File: config.mk
export PLATFORM = sky130hd
export DESIGN_NAME = nco_quad_gen
export DESIGN_NICKNAME = d
export VERILOG_FILES = /design/src/rtl/nco_quad_gen.sv
export SDC_FILE = /design/constraint.sdc
export NUM_CORES = 1
export LEC_CHECK = 0
export BUFFER_PORTS_ARGS = -buffer_cell sky130_fd_sc_hd__buf_2
export CAP_MARGIN = 20
export CORE_MARGIN = 3
export CORE_UTILIZATION = 50
export CTS_BUF_LIST = sky130_fd_sc_hd__clkbuf_8
export DETAILED_ROUTE_END_ITERATION = 10
export PLACE_DENSITY = 0.71
export SLEW_MARGIN = 10
export SYNTH_ARGS = -nofsm -noshare
export SYNTH_HDL_FRONTEND = slang
export SYNTH_SLANG_ARGS = --single-unit
File: constraint.sdc
create_clock -name clk -period 4.1 [get_ports clk]
set_input_delay 0.82 -clock clk [delete_from_list [all_inputs] [get_ports clk]]
set_output_delay 0.82 -clock clk [all_outputs]
set_load 0.03 [all_outputs]
File: src/rtl/nco_quad_gen.sv
// Quadrature NCO: 20-bit phase accumulator driving a quarter-wave sine ROM.
// A four-stage pipeline delivers sin/cos/square samples 3 clocks after each ce.
module nco_quad_gen (
   input  logic        clk,
   input  logic        reset_n,
   input  logic [19:0] freq_word,
   input  logic        ce,
   input  logic        phase_sync,
   output logic [15:0] sin_out,
   output logic [15:0] cos_out,
   output logic        ref_sq,
   output logic        cycle_start,
   output logic        out_valid
);

   // round(32767*sin(pi*(2i+1)/256)), i = 0..63
   localparam logic [15:0] QTAB [0:63] = '{
      16'd402,   16'd1206,  16'd2009,  16'd2811,  16'd3612,  16'd4410,  16'd5205,  16'd5998,
      16'd6786,  16'd7571,  16'd8351,  16'd9126,  16'd9896,  16'd10659, 16'd11417, 16'd12167,
      16'd12910, 16'd13645, 16'd14372, 16'd15090, 16'd15800, 16'd16499, 16'd17189, 16'd17869,
      16'd18537, 16'd19195, 16'd19841, 16'd20475, 16'd21096, 16'd21705, 16'd22301, 16'd22884,
      16'd23452, 16'd24007, 16'd24547, 16'd25072, 16'd25582, 16'd26077, 16'd26556, 16'd27019,
      16'd27466, 16'd27896, 16'd28310, 16'd28706, 16'd29085, 16'd29447, 16'd29791, 16'd30117,
      16'd30424, 16'd30714, 16'd30985, 16'd31237, 16'd31470, 16'd31685, 16'd31880, 16'd32057,
      16'd32213, 16'd32351, 16'd32469, 16'd32567, 16'd32646, 16'd32705, 16'd32745, 16'd32765
   };

   logic [19:0] ph_q, ph_d;
   logic        wrap_q, wrap_d;
   logic [19:0] ph_base;
   logic        wrap_base;
   logic [20:0] ph_sum;

   logic [7:0]  p0_q;
   logic        cs0_q, v0_q;

   logic [1:0]  quad;
   logic [5:0]  idx, idx_mir;
   logic [5:0]  sin_addr1_q, cos_addr1_q;
   logic        sin_neg1_q, cos_neg1_q, ref1_q, cs1_q, v1_q;

   logic [15:0] sin_mag2_q, cos_mag2_q;
   logic        sin_neg2_q, cos_neg2_q, ref2_q, cs2_q, v2_q;

   logic [15:0] sin_q, cos_q;
   logic        ref_q, cycle_start_q, out_valid_q;

   // A sync in the same cycle as ce takes effect before the sample is taken.
   always_comb begin
      ph_base   = phase_sync ? 20'd0 : ph_q;
      wrap_base = phase_sync | wrap_q;
      ph_sum    = {1'b0, ph_base} + {1'b0, freq_word};
      ph_d      = ph_q;
      wrap_d    = wrap_q;
      if (ce) begin
         ph_d   = ph_sum[19:0];
         wrap_d = ph_sum[20];
      end else if (phase_sync) begin
         ph_d   = 20'd0;
         wrap_d = 1'b1;
      end
   end

   always_ff @(posedge clk or negedge reset_n) begin
      if (!reset_n) begin
         ph_q   <= 20'd0;
         wrap_q <= 1'b0;
         cs0_q  <= 1'b0;
         v0_q   <= 1'b0;
         ref1_q <= 1'b0;
         cs1_q  <= 1'b0;
         v1_q   <= 1'b0;
         ref2_q <= 1'b0;
         cs2_q  <= 1'b0;
         v2_q   <= 1'b0;
      end else begin
         ph_q   <= ph_d;
         wrap_q <= wrap_d;
         v0_q   <= ce;
         if (ce) begin
            cs0_q <= wrap_base;
         end
         ref1_q <= p0_q[7];
         cs1_q  <= cs0_q;
         v1_q   <= v0_q;
         ref2_q <= ref1_q;
         cs2_q  <= cs1_q;
         v2_q   <= v1_q;
      end
   end

   assign quad    = p0_q[7:6];
   assign idx     = p0_q[5:0];
   assign idx_mir = 6'd63 - idx;

   // Datapath registers carry no reset so the ROM maps onto block RAM.
   always_ff @(posedge clk) begin
      if (ce) begin
         p0_q <= ph_base[19:12];
      end
      sin_addr1_q <= quad[0] ? idx_mir : idx;
      cos_addr1_q <= quad[0] ? idx : idx_mir;
      sin_neg1_q  <= quad[1];
      cos_neg1_q  <= quad[1] ^ quad[0];
      sin_mag2_q  <= QTAB[sin_addr1_q];
      cos_mag2_q  <= QTAB[cos_addr1_q];
      sin_neg2_q  <= sin_neg1_q;
      cos_neg2_q  <= cos_neg1_q;
   end

   always_ff @(posedge clk or negedge reset_n) begin
      if (!reset_n) begin
         sin_q         <= 16'd0;
         cos_q         <= 16'd0;
         ref_q         <= 1'b0;
         cycle_start_q <= 1'b0;
         out_valid_q   <= 1'b0;
      end else begin
         if (v2_q) begin
            sin_q <= sin_neg2_q ? (16'd0 - sin_mag2_q) : sin_mag2_q;
            cos_q <= cos_neg2_q ? (16'd0 - cos_mag2_q) : cos_mag2_q;
            ref_q <= ref2_q;
         end
         cycle_start_q <= v2_q & cs2_q;
         out_valid_q   <= v2_q;
      end
   end

   assign sin_out     = sin_q;
   assign cos_out     = cos_q;
   assign ref_sq      = ref_q;
   assign cycle_start = cycle_start_q;
   assign out_valid   = out_valid_q;

endmodule

# Word level (Yosys, flattened, before mapping)
# Memory sizes are Yosys's and may differ from the RTL's. A register that Yosys moved wholly into a read port is not among the register bits.
# Index checks and enable logic that the tools add are counted.
totals:
  ff_bits: 88
  romBits: 2048
  inputBits: 24
  wordCells: 42
  mem_count: 2
op_classes:
  addsub: 4
  muxes: 8
  bitwise: 5
  n_reduce_logical: 1
mem_list:
  columns: ["memory", "words", "word_bits", "rd", "rd_clocked_by_memory_dff", "write_ports", "line_no", "rtl"]
  rows:
  - ["(no name shown)", 64, 16, 1, 1, 0, "106", "cos_mag2_q <= QTAB[cos_addr1_q];"]
  - ["(no name shown)", 64, 16, 1, 1, 0, "105", "sin_mag2_q <= QTAB[sin_addr1_q];"]
ops:
  columns: ["op", "n"]
  rows:
  - ["2-to-1 mux 20 bit", 2]
  - ["2-to-1 mux 16 bit", 2]
  - ["subtractor 1 x 16 -> 16 bit, first input constant", 2]
  - ["adder 20 x 20 -> 21 bit", 1]
  - ["NOT 6 -> 7 bit", 2]
  - ["2-to-1 mux 6 bit", 2]
  - ["subtractor 6 bit, first input constant", 1]
  - ["2-to-1 mux 1 bit", 2]
  - ["nonzero test 2 bit", 1]
  - ["AND 1 bit", 1]
  - ["OR 1 bit", 1]
  - ["bitwise XOR 1 bit", 1]

# Logic depth before layout (Yosys ltp)
# Gate-level depths: netlist of the first run.
logic_depth:
  word_depth: 3
  depth_mapped: 11
  ltp_nobuf: 10

# Least setup slack after synthesis of the first run
# Ideal clock, no wire load.
synth_path:
  path_kind: "input port to flip-flop"
  start: "input port phase_sync"
  end: "register ph_q[18]"
  setup_time_ps: 125
  arrival_time_ps: 2902
  t_required_ps: 3975
  setup_slack_ps: 1073
  cell_stages: 11
  path_buffers: 1
  path_cell_list: "clkbuf_1 nor2b_1 ha_1 inv_1 fa_1 nor2b_1 o211ai_1 nor3b_1 o311ai_0 xor2_1 mux2_2"
synth_between:
  elab_chain_len: 3
synth_lines:
  columns: ["element", "line_no", "rtl"]
  rows:
  - ["start, declared", "8", "input logic phase_sync,"]
  - ["2-to-1 mux 20 bit (*)", null, null]
  - ["adder 20 x 20 -> 21 bit", "52", "ph_sum = {1'b0, ph_base} + {1'b0, freq_word};"]
  - ["2-to-1 mux 20 bit (*)", "55", "if (ce) begin"]
  - ["via ph_d[18]", "28", "logic [19:0] ph_q, ph_d;"]
  - ["end signal, assigned", "77", "ph_q <= ph_d;"]
  - ["end, declared", "28", null]
# Mark *: on every way through the listed nets, which the timed path passes. The rest lies on a longest branch.
# A chain may end at the register's enable or synchronous reset.

# Worst setup path after layout of the first run
layout_path:
  start: "input port phase_sync"
  end: "register ph_q[16]"
# Same word-level chain as after synthesis.

==> flow_summary.toml, run 1 <==
[clocking]
numCtsBuffers = 17
postCtsSetupBuffers = 0
clock_latency_ns = 0.42
path_clk_slew_ns = 0.07
ctsRootBufferMaster = "clkbuf_8"
cts.sinks = 118
cts_tree = "done"
cts_resized = 0
cts_max_level = 4
cts_hold_buffers = 0
ctsLongestPathBuffers = 2

[final_layout]
area_growth_pct = 9.886
post-route-util_pct = 56.89
diodes = 0
final_common_cell = "a21oi_1"
layout.nets = 1056
drive_gt1_share_pct = 13.58
layout_common_cells = "112 x a21oi_1, 99 x nor2_1, 78 x o21ai_0"

[synthesis]
async_reset_ff_share_pct = 54.24
synthCells = 964
avgSynthCellArea_sq_um = 8.285
synth.net_count = 1039
syn-cell-area_sq_mm = 0.007986
yosys.area.top_type_share_pct = 20.05
yosys_warnings = 0
synth_top_cell_by_area = "dfrtp_1"
synth_seq_cells = 118
yosysUniqueCellTypes = 60
yosysSeqAreaShare_pct = 34.59
synthTopCellsByArea = "dfrtp_1 20%, dfxtp_1 12%, ha_1 7.8%"
synthFlopType = "dfrtp_1"
synth_edf_count = 8

[timing]
drv_slew = 0
setup-violations-final = 0
period_needed_ns = 3.138
worst_slack_ns = 0.9624
skew_ns = 0.01104
finalCritPeriodShare_pct = 76.53
fmax_ghz = 0.3187
rsz0062_at_grt = "no"
relSlewSlack_pct = 32.87
fin_setup_tns_ns = 0
hold_viol_final = 0
tightest_slew_ns = 1.006

[detailed_routing]
ant_nets = 0
drt_pass1_iterations = 5
vias_per_cell = 5.807
wl_per_cell_um = 15.42
wl_mm = 18.59
drt_iter0_drc = 459
vias = 6997
drc_errors = 0

[floorplan]
start_util_pct = 51.77
dieWidth_um = 132.4
core_area_sq_mm = 0.01543
rows = 45
ios = 59
die_h_um = 132.4
fp.dieArea_sq_mm = 0.01753

[pwr]
ir_drop_uv = 276.8
powerDensity_mw_per_mm2 = 657.9
p_leak_uw = 0.003732

[setup_path]
path_class = "input pin to register"
startpoint_type = "input pin"
crit_fanout = 21
critPathRequiredTime_ns = 4.41
arrival_ns = 3.44
end_kind = "register"

[run]
cap_violations = 0

[global_routing]
grtUsageTotal_pct = 21.02
grt_pass1_vias = 6386
antenna_found_initial = 0
overflow = 0
grt_max_degree = 66
grt_pass1_wl_mm = 30.96

[place]
io_buffers = 58
gp_congestion = 0.8993
dp_hpwl_mm = 12.91
preCtsSetupSlack_ns = 0.5587

[outcome]
outcome = "complete, no violations"

[hold_path]
hold_class = "register to register"
## stage by stage
stage / cell area, sq um / instances / power [uW] / hold WS, ns
6_report: 8776 / 1205 / 5773 / 0.3491
5_1_grt: 8776 / 1205 / 6215 / 0.3550
2_1_floorplan: 7986 / 964 / 3983 / 0.3096
4_1_cts: 8776 / 1205 / 5780 / 0.3495
3_5_place_dp: 8354 / 1173 / 4652 / 0.3329
3_3_place_gp: 8354 / 1173 / 4609 / 0.3285
## critical path, cell delays in order
cell and delay, ns:
buf_2 0.25, nor2b_1 0.21, ha_1 0.19, inv_1 0.06
fa_1 0.40, nor2b_1 0.20, o211ai_1 0.11, nor3b_1 0.15
buf_4 0.15, o21ai_0 0.47, mux2i_1 0.14, a211o_1 0.28
## cell usage after synthesis, drive strengths merged, types with 16 or more instances
| library cell | instances |
|---|---|
| a21oi | 112 |
| nor2 | 99 |
| o21ai | 79 |
| nand2 | 76 |
| dfrtp | 64 |
| clkbuf | 59 |
| ha | 50 |
| dfxtp | 46 |
| xor2 | 37 |
| inv | 32 |
| nor2b | 30 |
| a211oi | 20 |
| nand3 | 17 |
| nor3 | 17 |
| mux2 | 16 |
## flip-flops by register name, summed over array words and instances (netlist names), 6 cells and up
signal,cells
p0_q,8
cos_mag2_q,15
sin_mag2_q,15
cos_out,16
ph_q,20
sin_out,16
cos_addr1_q,6
sin_addr1_q,6
## layer usage
layer  wire (um)  track usage, %  part of all wire (%)  vias up
met1        8386           29.22                    45     3201
met2        8605           33.52                    46      271
met4         225           6.409                   1.2        0
met3        1368           3.817                   7.4       20
met5           0               0                     0        -
li1            -               -                     -     3505
## kinds of logic (layout without fill, tap and decap cells)
kind of cell | after synthesis | after routing | share of synthesized area, %
AOI/OAI and AO/OA | 317 | 317 | 24.47
xor gates and xnor gates | 47 | 47 | 5.154
adders and majority gates | 51 | 51 | 8.084
buffers and inverters | 106 | 136 | 5.013
DFF | 118 | 118 | 34.59
muxes | 33 | 33 | 5.483
and+or+nand+nor | 292 | 292 | 17.20
## where the power goes
| part | leakage, uW | internal [uW] | switching [uW] | total (uW) |
|---|---|---|---|---|
| clock | 0.000210 | 624 | 485 | 1110 |
| sequential | 0.00121 | 1580 | 385 | 1970 |
| combinational | 0.00231 | 1050 | 1650 | 2690 |
| total | 0.00373 | 3250 | 2520 | 5770 |
## cell type report
class	count	area [sq um]
Fill cell	1457	6651
Multi-Input combinational cell	740	4823
Sequential cell	118	2766
Timing Repair Buffer	68	365.4
Tap cell	211	264.0
Clock buffer	18	247.7
Clock inverter	14	173.9
Inverter	36	135.1
## path summary, 6_finish.rpt
| path | from | endpoint | slack, ns | cells past startpoint |
|---|---|---|---|---|
| max reg2reg | sin_addr1_q[1] | sin_mag2_q[5] | 1.12 | 8 |
| min in group asynchronous | reset_n | ph_q[2] | 0.42 | 1 |
| max in group asynchronous | reset_n | v2_q | 2.74 | 2 |
| min reg2reg | sin_neg1_q | sin_neg2_q | 0.35 | 0 |
| max | phase_sync | ph_q[16] | 0.96 | 12 |
| min | sin_neg1_q | sin_neg2_q | 0.35 | 0 |
Note: power is estimated with default switching activity, not from simulation.
==> run 2, diff against run 1 <==
--- a/config.mk
+++ b/config.mk
@@ -11,7 +11,7 @@
 export CORE_UTILIZATION = 50
 export CTS_BUF_LIST = sky130_fd_sc_hd__clkbuf_8
 export DETAILED_ROUTE_END_ITERATION = 10
-export PLACE_DENSITY = 0.71
+export PLACE_DENSITY = 0.74
 export SLEW_MARGIN = 10
 export SYNTH_ARGS = -nofsm -noshare
 export SYNTH_HDL_FRONTEND = slang
==> constraint.sdc (replaced) <==
create_clock -name clk -period 2.6 [get_ports clk]
set_input_delay 0.52 -clock clk [delete_from_list [all_inputs] [get_ports clk]]
set_output_delay 0.52 -clock clk [all_outputs]
set_load 0.03 [all_outputs]
==> run 2 against run 1 <==
  * Worst hold slack got worse by 0.21 ns
  * Register-to-register slack got worse by 0.96 ns
  * Flip-flop and latch count unchanged
  * Critical path type is now register to register
  * Critical endpoint is now ph_q[12]
  * Largest cell class unchanged
  * Largest power group unchanged
==> flow_summary.toml, run 2 (synthesis results as in run 1) <==
[setup_path]
end_kind = "register"
crit_fanout = 4
crit_slowest_cell = "dfrtp_1"
crit_buf_inv = 1
cp_slowest_stage_delay_ns = 0.38
cp_cell_sequence = "nor2b_1, ha_1, a21o_1, a211o_1, nor3b_2, o21ai_1, buf_4, xnor2_1, a21oi_1"
crit_family = "compound AO/OA/AOI/OAI gates"
arrival_ns = 2.74
path_class = "register to register"
critPathRequiredTime_ns = 2.89
startpoint_type = "register"

[pwr]
p_comb_share_pct = 49.3
ir_drop_uv = 481.7
power_frac_clock_pct = 18.2
p_int_uw = 5271
sequentialPowerShare_pct = 32.5
powerDensity_mw_per_mm2 = 1016
p_leak_uw = 0.003961
p_sw_uw = 4010
p_sw_share_pct = 43.21

[global_routing]
overflow = 0
grtUsageTotal_pct = 21.48
grt_pass1_wl_mm = 31.59
antenna_found_initial = 0
grt_max_degree = 50
grt_pass1_vias = 6503

[detailed_routing]
wl_per_cell_um = 15.27
drc_errors = 0
drt_iter0_drc = 485
wl_mm = 19.09
ant_nets = 0
vias_per_cell = 5.798
vias = 7247
drt_pass1_iterations = 7

[timing]
finalCritPeriodShare_pct = 94.03
tightest_slew_ns = 0.7873
period_needed_ns = 2.445
fmax_ghz = 0.4090
setup-violations-final = 0
skew_ns = 0.01511
rsz0062_at_grt = "no"
relSlewSlack_pct = 47.44
drv_slew = 0
hold_viol_final = 0

[floorplan]
die_h_um = 132.4
start_util_pct = 51.77
dieWidth_um = 132.4
ios = 59
rows = 45
fp.dieArea_sq_mm = 0.01753
core_area_sq_mm = 0.01543

[clocking]
ctsLongestPathBuffers = 2
path_clk_slew_ns = 0.07
clock_latency_ns = 0.43
cts.sinks = 118
cts_tree = "done"
numCtsBuffers = 17
ctsRootBufferMaster = "clkbuf_8"
cts_max_level = 4

[final_layout]
top_register = "ph_q"
layout.nets = 1102
layout_common_cells = "111 x a21oi_1, 99 x nor2_1, 77 x o21ai_0"
area_growth_pct = 14.41
drive_gt1_share_pct = 17.32
design_area_sq_mm = 0.009138
largest_register_ffs = 20
final_common_cell = "a21oi_1"
post-route-util_pct = 59.23
diodes = 0

[place]
placed_area_sq_mm = 0.008712
dp_hpwl_mm = 13.65
io_buffers = 58
gp_congestion = 0.9837

[run]
cap_violations = 0

[outcome]
outcome = "complete, no violations"

[hold_path]
hold_class = "input pin to async pin"
==> run 2: layout make-up <==
cell class	instances	area (sq um)
Fill cell	1420	6290
Multi-Input combinational cell	740	4843
Sequential cell	118	2766
Timing Repair Buffer	114	723.2
Tap cell	211	264.0
Clock buffer	18	247.7
Clock inverter	13	157.7
Inverter	36	135.1
==> run 2: layer usage <==
| metal | vias up | track usage, % | part of all wire, % |
|---|---|---|---|
| met1 | 3336 | 29.89 | 45 |
| met2 | 284 | 33.49 | 46 |
| met5 | - | 0 | 0 |
| met4 | 0 | 6.697 | 1.9 |
| met3 | 33 | 4.809 | 7.0 |
| li1 | 3594 | - | - |
==> run 2: worst paths after layout <==
check,startpoint,end,slack [ns],depth (start not counted)
setup / recovery,ph_q[7],ph_q[12],0.16,9
min in group clk,ce,ph_q[10],0.33,2
max in group asynchronous,reset_n,cos_out[10],1.83,2
hold reg to reg,cos_neg1_q,cos_neg2_q,0.34,0
setup reg to reg,ph_q[7],ph_q[12],0.16,9
hold / removal,reset_n,ph_q[4],0.14,1
==> run 2: power by group through the flow <==
stage	clock (uW)	combinational, uW	sequential (uW)
global placement	0	4430	3020
detailed placement	0	4480	3040
global route	1810	5010	3120
finish	1690	4580	3020
CTS	1740	4510	3010
floorplan	0	2930	3350
==> run 2: what timing repair did <==
item,CTS,global route
hold buffers,0,0
gates resized for setup,1,2
setup buffers,0,0
endpoints found under the setup margin,3,1
==> run 2: worst register-to-register path: stages, from the launching register on <==
cell and delay, ns:
dfrtp_1 0.38, nor2b_1 0.14, ha_1 0.29, a21o_1 0.20
a211o_1 0.31, nor3b_2 0.36, o21ai_1 0.21, buf_4 0.18
xnor2_1 0.15, a21oi_1 0.09
==> run 2: stage by stage <==
| stage | TNS [ns] | setup WS, ns | hold slack (ns) | std cells | power, uW |
|---|---|---|---|---|---|
| 2_1_floorplan | -0.05301 | -0.05301 | 0.2244 | 964 | 6283 |
| 3_3_place_gp | -1.483 | -0.3048 | 0.3126 | 1219 | 7452 |
| 3_5_place_dp | -2.223 | -0.3637 | 0.3312 | 1219 | 7525 |
| 4_1_cts | 0 | 0.1053 | 0.1344 | 1250 | 9263 |
| 5_1_grt | 0 | 0.006579 | 0.1372 | 1250 | 9944 |
| 6_report | 0 | 0.1551 | 0.1355 | 1250 | 9281 |
